File: src/rtl/instrumented_adder_seq.sv
// ---------------------------------------------------------------------------
// instrumented_adder_seq
//
// Measurement sequencer for the instrumented 32-bit adder. A measurement
// latches the operands and the active-low bit selects onto the adder, waits
// for the adder to settle, then closes the ring oscillator for a programmed
// number of cycles. While the ring runs and for a short drain afterwards,
// rising edges of the (asynchronous) chain_out signal are synchronised and
// counted into a saturating counter.
//
// Ports
//   wb_clk_i, wb_rst_i        clock, asynchronous active-high reset
//   start                     level request, only looked at while idle
//   abort                     synchronous abort, honoured in any busy state
//   a_value, b_value          operands to present to the adder
//   ring_sel_b, ext_sel_b,
//   sout_sel_b                active-low ring / external / sum-output selects
//   window                    number of cycles the ring is closed
//   chain_out                 asynchronous ring output coming back from the adder
//   cont                      (optional) keep re-measuring while high
//   a_input, b_input          registered operands towards the adder
//   a_input_ring_bit_b,
//   a_input_ext_bit_b,
//   s_output_bit_b            registered selects towards the adder
//   ring_en                   closes the ring loop
//   busy                      high whenever the sequencer is not idle
//   done                      one-cycle completion pulse
//   aborted                   sticky, cleared when the next measurement loads
//   count                     saturating edge count, held until the next load
//   overflow                  sticky, set when an edge arrives at full count
//
// Build option
//   INSTR_SEQ_CONTINUOUS_EN   adds the cont input; with cont high the
//                             sequencer loops from DONE straight back to LOAD.
// ---------------------------------------------------------------------------
module instrumented_adder_seq #(
   parameter int WIDTH         = 32,
   parameter int CNT_W         = 24,
   parameter int WIN_W         = 16,
   parameter int SETTLE_CYCLES = 4,
   parameter int SYNC_STAGES   = 2
) (
   input  logic               wb_clk_i,
   input  logic               wb_rst_i,
   input  logic               start,
   input  logic               abort,
   input  logic [WIDTH-1:0]   a_value,
   input  logic [WIDTH-1:0]   b_value,
   input  logic [WIDTH-1:0]   ring_sel_b,
   input  logic [WIDTH-1:0]   ext_sel_b,
   input  logic [WIDTH-1:0]   sout_sel_b,
   input  logic [WIN_W-1:0]   window,
   input  logic               chain_out,
`ifdef INSTR_SEQ_CONTINUOUS_EN
   input  logic               cont,
`endif
   output logic [WIDTH-1:0]   a_input,
   output logic [WIDTH-1:0]   b_input,
   output logic [WIDTH-1:0]   a_input_ring_bit_b,
   output logic [WIDTH-1:0]   a_input_ext_bit_b,
   output logic [WIDTH-1:0]   s_output_bit_b,
   output logic               ring_en,
   output logic               busy,
   output logic               done,
   output logic               aborted,
   output logic [CNT_W-1:0]   count,
   output logic               overflow
);

   typedef enum logic [2:0] {
      IDLE,
      LOAD,
      SETTLE,
      RUN,
      DRAIN,
      DONE
   } SeqState;

   localparam logic [WIN_W-1:0] SETTLE_LAST = WIN_W'(SETTLE_CYCLES - 1);
   localparam logic [WIN_W-1:0] DRAIN_LAST  = WIN_W'(SYNC_STAGES);
   localparam logic [CNT_W-1:0] CNT_MAX     = '1;

   SeqState                state;
   logic [WIN_W-1:0]       phaseCnt;
   logic [WIN_W-1:0]       windowReg;
   logic [SYNC_STAGES-1:0] syncReg;
   logic                   prevLast;
   logic                   chainRise;
   logic                   countEnable;
   logic                   loopAgain;

   // Whether DONE should roll straight into another measurement. Without the
   // continuous option every measurement is a single shot.
`ifdef INSTR_SEQ_CONTINUOUS_EN
   assign loopAgain = cont;
`else
   assign loopAgain = 1'b0;
`endif

   // chain_out is asynchronous to our clock, so it goes through a plain flop
   // chain before we look at it. We also keep the previous value of the last
   // stage so that a rising edge is seen as a 0 -> 1 step of that stage.
   // These flops run all the time; only the counting itself is gated.
   always_ff @(posedge wb_clk_i or posedge wb_rst_i) begin
      if (wb_rst_i) begin
         syncReg  <= '0;
         prevLast <= 1'b0;
      end else begin
         syncReg  <= {syncReg[SYNC_STAGES-2:0], chain_out};
         prevLast <= syncReg[SYNC_STAGES-1];
      end
   end

   // A rise only counts while the ring is closed or while edges that were
   // already inside the synchroniser are still arriving (the drain phase).
   assign chainRise   = syncReg[SYNC_STAGES-1] & ~prevLast;
   assign countEnable = (state == RUN) || (state == DRAIN);

   // Main sequencer. All outputs are registered here so the adder only ever
   // sees clean flop outputs. phaseCnt counts down the remaining cycles of
   // whichever timed phase we are in (settle, run or drain) and reaching zero
   // moves us on. An abort outside IDLE overrides everything else, leaving the
   // operands, selects and partial count where they are so they can be read.
   always_ff @(posedge wb_clk_i or posedge wb_rst_i) begin
      if (wb_rst_i) begin
         state              <= IDLE;
         phaseCnt           <= '0;
         windowReg          <= '0;
         a_input            <= '0;
         b_input            <= '0;
         a_input_ring_bit_b <= '1;
         a_input_ext_bit_b  <= '1;
         s_output_bit_b     <= '1;
         ring_en            <= 1'b0;
         busy               <= 1'b0;
         done               <= 1'b0;
         aborted            <= 1'b0;
         count              <= '0;
         overflow           <= 1'b0;
      end else begin
         done <= 1'b0;
         if (abort && (state != IDLE)) begin
            state   <= IDLE;
            ring_en <= 1'b0;
            busy    <= 1'b0;
            aborted <= 1'b1;
         end else begin
            if (countEnable && chainRise) begin
               if (count == CNT_MAX) begin
                  overflow <= 1'b1;
               end else begin
                  count <= count + 1'b1;
               end
            end
            case (state)
               IDLE: begin
                  if (start) begin
                     state <= LOAD;
                     busy  <= 1'b1;
                  end
               end
               LOAD: begin
                  a_input            <= a_value;
                  b_input            <= b_value;
                  a_input_ring_bit_b <= ring_sel_b;
                  a_input_ext_bit_b  <= ext_sel_b;
                  s_output_bit_b     <= sout_sel_b;
                  windowReg          <= window;
                  count              <= '0;
                  overflow           <= 1'b0;
                  aborted            <= 1'b0;
                  phaseCnt           <= SETTLE_LAST;
                  state              <= SETTLE;
               end
               SETTLE: begin
                  if (phaseCnt != '0) begin
                     phaseCnt <= phaseCnt - 1'b1;
                  end else if (windowReg == '0) begin
                     phaseCnt <= DRAIN_LAST;
                     state    <= DRAIN;
                  end else begin
                     phaseCnt <= windowReg - 1'b1;
                     ring_en  <= 1'b1;
                     state    <= RUN;
                  end
               end
               RUN: begin
                  if (phaseCnt != '0) begin
                     phaseCnt <= phaseCnt - 1'b1;
                  end else begin
                     phaseCnt <= DRAIN_LAST;
                     ring_en  <= 1'b0;
                     state    <= DRAIN;
                  end
               end
               DRAIN: begin
                  if (phaseCnt != '0) begin
                     phaseCnt <= phaseCnt - 1'b1;
                  end else begin
                     done  <= 1'b1;
                     state <= DONE;
                  end
               end
               DONE: begin
                  if (loopAgain) begin
                     state <= LOAD;
                  end else begin
                     state <= IDLE;
                     busy  <= 1'b0;
                  end
               end
               default: begin
                  state   <= IDLE;
                  ring_en <= 1'b0;
                  busy    <= 1'b0;
               end
            endcase
         end
      end
   end

endmodule
File: config.mk
export PLATFORM = sky130hd
export DESIGN_NAME = instrumented_adder_seq
export DESIGN_NICKNAME = d
export VERILOG_FILES = /design/src/rtl/instrumented_adder_seq.sv
export SDC_FILE = /design/constraint.sdc
export NUM_CORES = 1
export LEC_CHECK = 0
export CAP_MARGIN = 10
export CELL_PAD_IN_SITES_DETAIL_PLACEMENT = 1
export CELL_PAD_IN_SITES_GLOBAL_PLACEMENT = 2
export CORE_UTILIZATION = 25
export CTS_CLUSTER_DIAMETER = 50
export DETAILED_ROUTE_END_ITERATION = 8
export GPL_TIMING_DRIVEN = 0
export PLACE_DENSITY = 0.9
export SYNTH_ARGS = -nofsm -noshare
export SYNTH_HDL_FRONTEND = slang
export SYNTH_SLANG_ARGS = --single-unit
export TNS_END_PERCENT = 1
File: constraint.sdc
create_clock -name wb_clk_i -period 9.45 [get_ports wb_clk_i]
set_input_delay 1.89 -clock wb_clk_i [delete_from_list [all_inputs] [get_ports wb_clk_i]]
set_output_delay 1.89 -clock wb_clk_i [all_outputs]
set_load 0.01 [all_outputs]
==> results.md <==
- Status: finished clean
- DR iter-0 viols: 337
- Die height: 202 µm
- Pleak: 6.99 nW
- Number of vias per cell: 4.51
- Antenna-violating nets left: 0
- R2R setup slack: around 6700 ps
- Area of the core: 0.0390 mm²
- Filler cells: 4532
- First-pass GRT wire length: 59.3 mm
- Setup crit end kind: flop
- Number of synthesized flops with an enable pin: 0
- Gr busiest metal: met2
- Internal power: roughly 3.4 mW
- DRC violations left: 0
- Post-synthesis cell area: 0.00996 mm²
- Pins Over Slew Limit: 0
- PD cells: 331 mW/mm²
- Clock network fraction of design power: 0.279
- Post-DP HPWL: about 28 mm
- Crit Reg-Reg Endpoint: count[22]
- Min-delay src: syncReg[0]
- Met2 global-route usage: 0.321
- Hold Path Sink: syncReg[1]
- Buffer depth of the longest clock path: 3
- Largest family of logic cells by synthesized area: simple AND/OR/NAND/NOR gates
- Slew HR: 0.422
- Inst Count DP: 2011
- Final Hold Fails: 0
- Sw Share: 0.349
- Combinational cell fraction of total power: 0.382
- Area grow syn2layout: 57.1%
- Worst-path cell chain: clkdlybuf4s50_1 > or2_2 > nor2_1 > clkbuf_1 > buf_2 > buf_1 > a21oi_1
- Area share of and/or/nand/nor cells after synthesis: 0.302
- Tcrit/Tclk final: 0.430
- Io pins: 370
- Initial DRT Pass Iterations: 4
- Port Buffers: ~370
- Vias in the first global route: about 10000
- Clock sink total: 227
- Peak fanout along the critical path: 10
- Max rail drop VDD: 0.158 mV
- Seq cells post-synth: 227
- Worst r2r src: state[1]
- Antenna violations before repair: 2
- Synth Area in XOR/XNOR: 0.0290
- CTS resizes: 0
- Setup repair after global routing missed its margin: false
- Root Buffer: clkbuf_16
- Sw power: 1.81 mW
- Mapped Cells: approximately 1100
- Skew final: about 17 ps
- Die area: between 0.04 and 0.05 mm²
- Clock-pin slew on the worst setup and hold paths: 50 ps
- Initial Utilization: 0.255
- Remaining Overflow, GRT: 0
- Req. time, crit path: 9820 ps
- Tmin final: 4070 ps
- Slowest-stage cell, CP: clkbuf_1
- Met3 Usage GRT: 0.0737
- Max_cap viols: 0
- Async SR Flop Fraction: 1.00
- Mean post-synth cell area: 8.87 µm²
- WP data arrival: 4440 ps
- CTS tree: done
- M1 GR Usage: 0.209
- Mux cell area share after synthesis: 0.00226
- Nets: ~1700
- Min-delay worst type: reg -> reg
- Avg WL per Cell: 18.1 µm
- Endpoints failing setup: 0
- Worst stage delay on the critical path: 570 ps
- Die width: around 200 µm
- Tot Pwr: between 5 and 6 mW
- Crit path kind: in -> reg
- Hold path cells: 0
- Share of cells above drive strength 1: 0.116
- Largest net degree at the start of global routing: 116
- Ys flop type: dfrtp_1
- Rows: 72
- Synthesized Nets: around 1300
- Final non-filler cell total: 2078
- Setup bufs post-CTS: 0
- Synthesis warning total: 0
- CTS Buf Count: 37
- Vias: 9370
- Total global-route track usage: 0.187
- Synth Area in Compound Gates: 0.0526
- Cells on worst reg2reg path: 7
- Worst Max-Slew Pin Slew: 867 ps
- Synth Area in Adders: 0.00503
- Worst skew pair latency: 530 ps
- Critical path launch point type: primary input
- F_max: between 0.2 and 0.25 GHz
- Cts hold-fix bufs: 0
- GP Congestion: 0.841
- Flop pwr share: 0.339
- Count of cell types in the netlist: 55
- Final WL: 37.7 mm
- Sequential area share after synthesis: 0.582
- H-tree levels: 2
per-stage QoR:
step           area [µm²]   util  setup slack (ps)  hold WS, ps  setup TNS [ps]
3_5_place_dp        14300  0.368              4760          341               0
3_3_place_gp        14300  0.367             -2080          342         -268730
4_1_cts             15600  0.401              5280          360               0
5_1_grt             15600  0.401              5150          371               0
2_1_floorplan        9960      -              1500          331               0
6_report            15600  0.401              5380          356               0
cell families after synthesis:
| kind of cell | after synthesis |
|---|---|
| buffers and inverters | 66 |
| DFF | 227 |
| muxes | 2 |
| adders and majority gates | 4 |
| AOI/OAI and AO/OA | 84 |
| and+or+nand+nor | 707 |
| xor gates and xnor gates | 33 |
area by class of cell:
| type | instances | area [µm²] | area share |
|---|---|---|---|
| Tap cell | 518 | 648 | 0.0414 |
| Clock inverter | 20 | 308 | 0.0197 |
| Clock buffer | 45 | 996 | 0.0637 |
| Multi-Input combinational cell | 830 | 3890 | 0.249 |
| Antenna cell | 2 | 5.00 | 0.000320 |
| Sequential cell | 227 | 5800 | 0.371 |
| Inverter | 8 | 37.5 | 0.00240 |
| Timing Repair Buffer | 370 | 3720 | 0.238 |
| Buffer | 58 | 236 | 0.0151 |
power by group through the flow:
stage                     Clock (mW)  Sequential [mW]  Combinational, mW
after floorplan                    0             1.89              0.757
final                           1.45             1.75               1.98
after detailed placement           0             1.76               2.01
after global placement             0             1.74               1.96
after CTS                       1.49             1.76               2.02
after global routing            1.52             1.81               2.18
synthesized netlist by cell type, types with 8 or more instances:
cell type	number	area [µm²]
dfrtp_1	131	3280
nor3_1	14	70.1
nand2_1	550	2060
a21oi_1	25	125
o21ai_0	21	105
inv_1	8	30.0
xor2_1	30	263
nor2_1	42	158
clkbuf_1	47	176
nand3_1	16	80.1
nor4_1	9	56.3
nand2b_1	8	50.1
dfstp_2	96	2520
nand4_1	21	131
per-layer routing:
metal	vias up	wire length, µm
met3	64	3430
met5	-	13
met2	289	18400
li1	4456	-
met1	4559	14800
met4	2	1020
how the worst max path moves through the flow:
stage | start | end | slack, ps | cells past startpoint
after floorplan | wb_rst_i | a_input[0] | 1500 | 1
after global placement | wb_rst_i | a_input[19] | -2080 | 2
after detailed placement | abort | count[3] | 4760 | 7
after CTS | abort | count[4] | 5280 | 7
after global routing | abort | count[22] | 5150 | 7
final | abort | count[22] | 5380 | 7
registers in the layout (all words and copies together) (netlist names):
register            count
a_input                32
s_output_bit_b         32
ring_en                 1
a_input_ext_bit_b      32
b_input                32
syncReg                 2
busy                    1
count                  24
aborted                 1
done                    1
state                   3
prevLast                1
a_input_ring_bit_b     32
windowReg              16
overflow                1
phaseCnt               16
cells in the final DEF (no fill, tap or decap), drive strengths merged, types with 12 or more instances in the layout:
master	netlist	final
nand3	16	16
clkdlybuf4s50	0	369
xor2	30	30
o21ai	21	21
buf	11	12
nor4	12	12
nor3	14	14
nand4	22	22
dfrtp	131	131
inv	8	12
nor2	43	43
dfstp	96	96
nand2	550	550
a21oi	25	25
clkbuf	47	92
worst max-delay path: cells and delay by family:
family,cells,cell delay (ps)
compound gates,1,110
buf+inv,4,1800
simple gates,2,640
No activity file was read; power rests on OpenSTA's default activity.
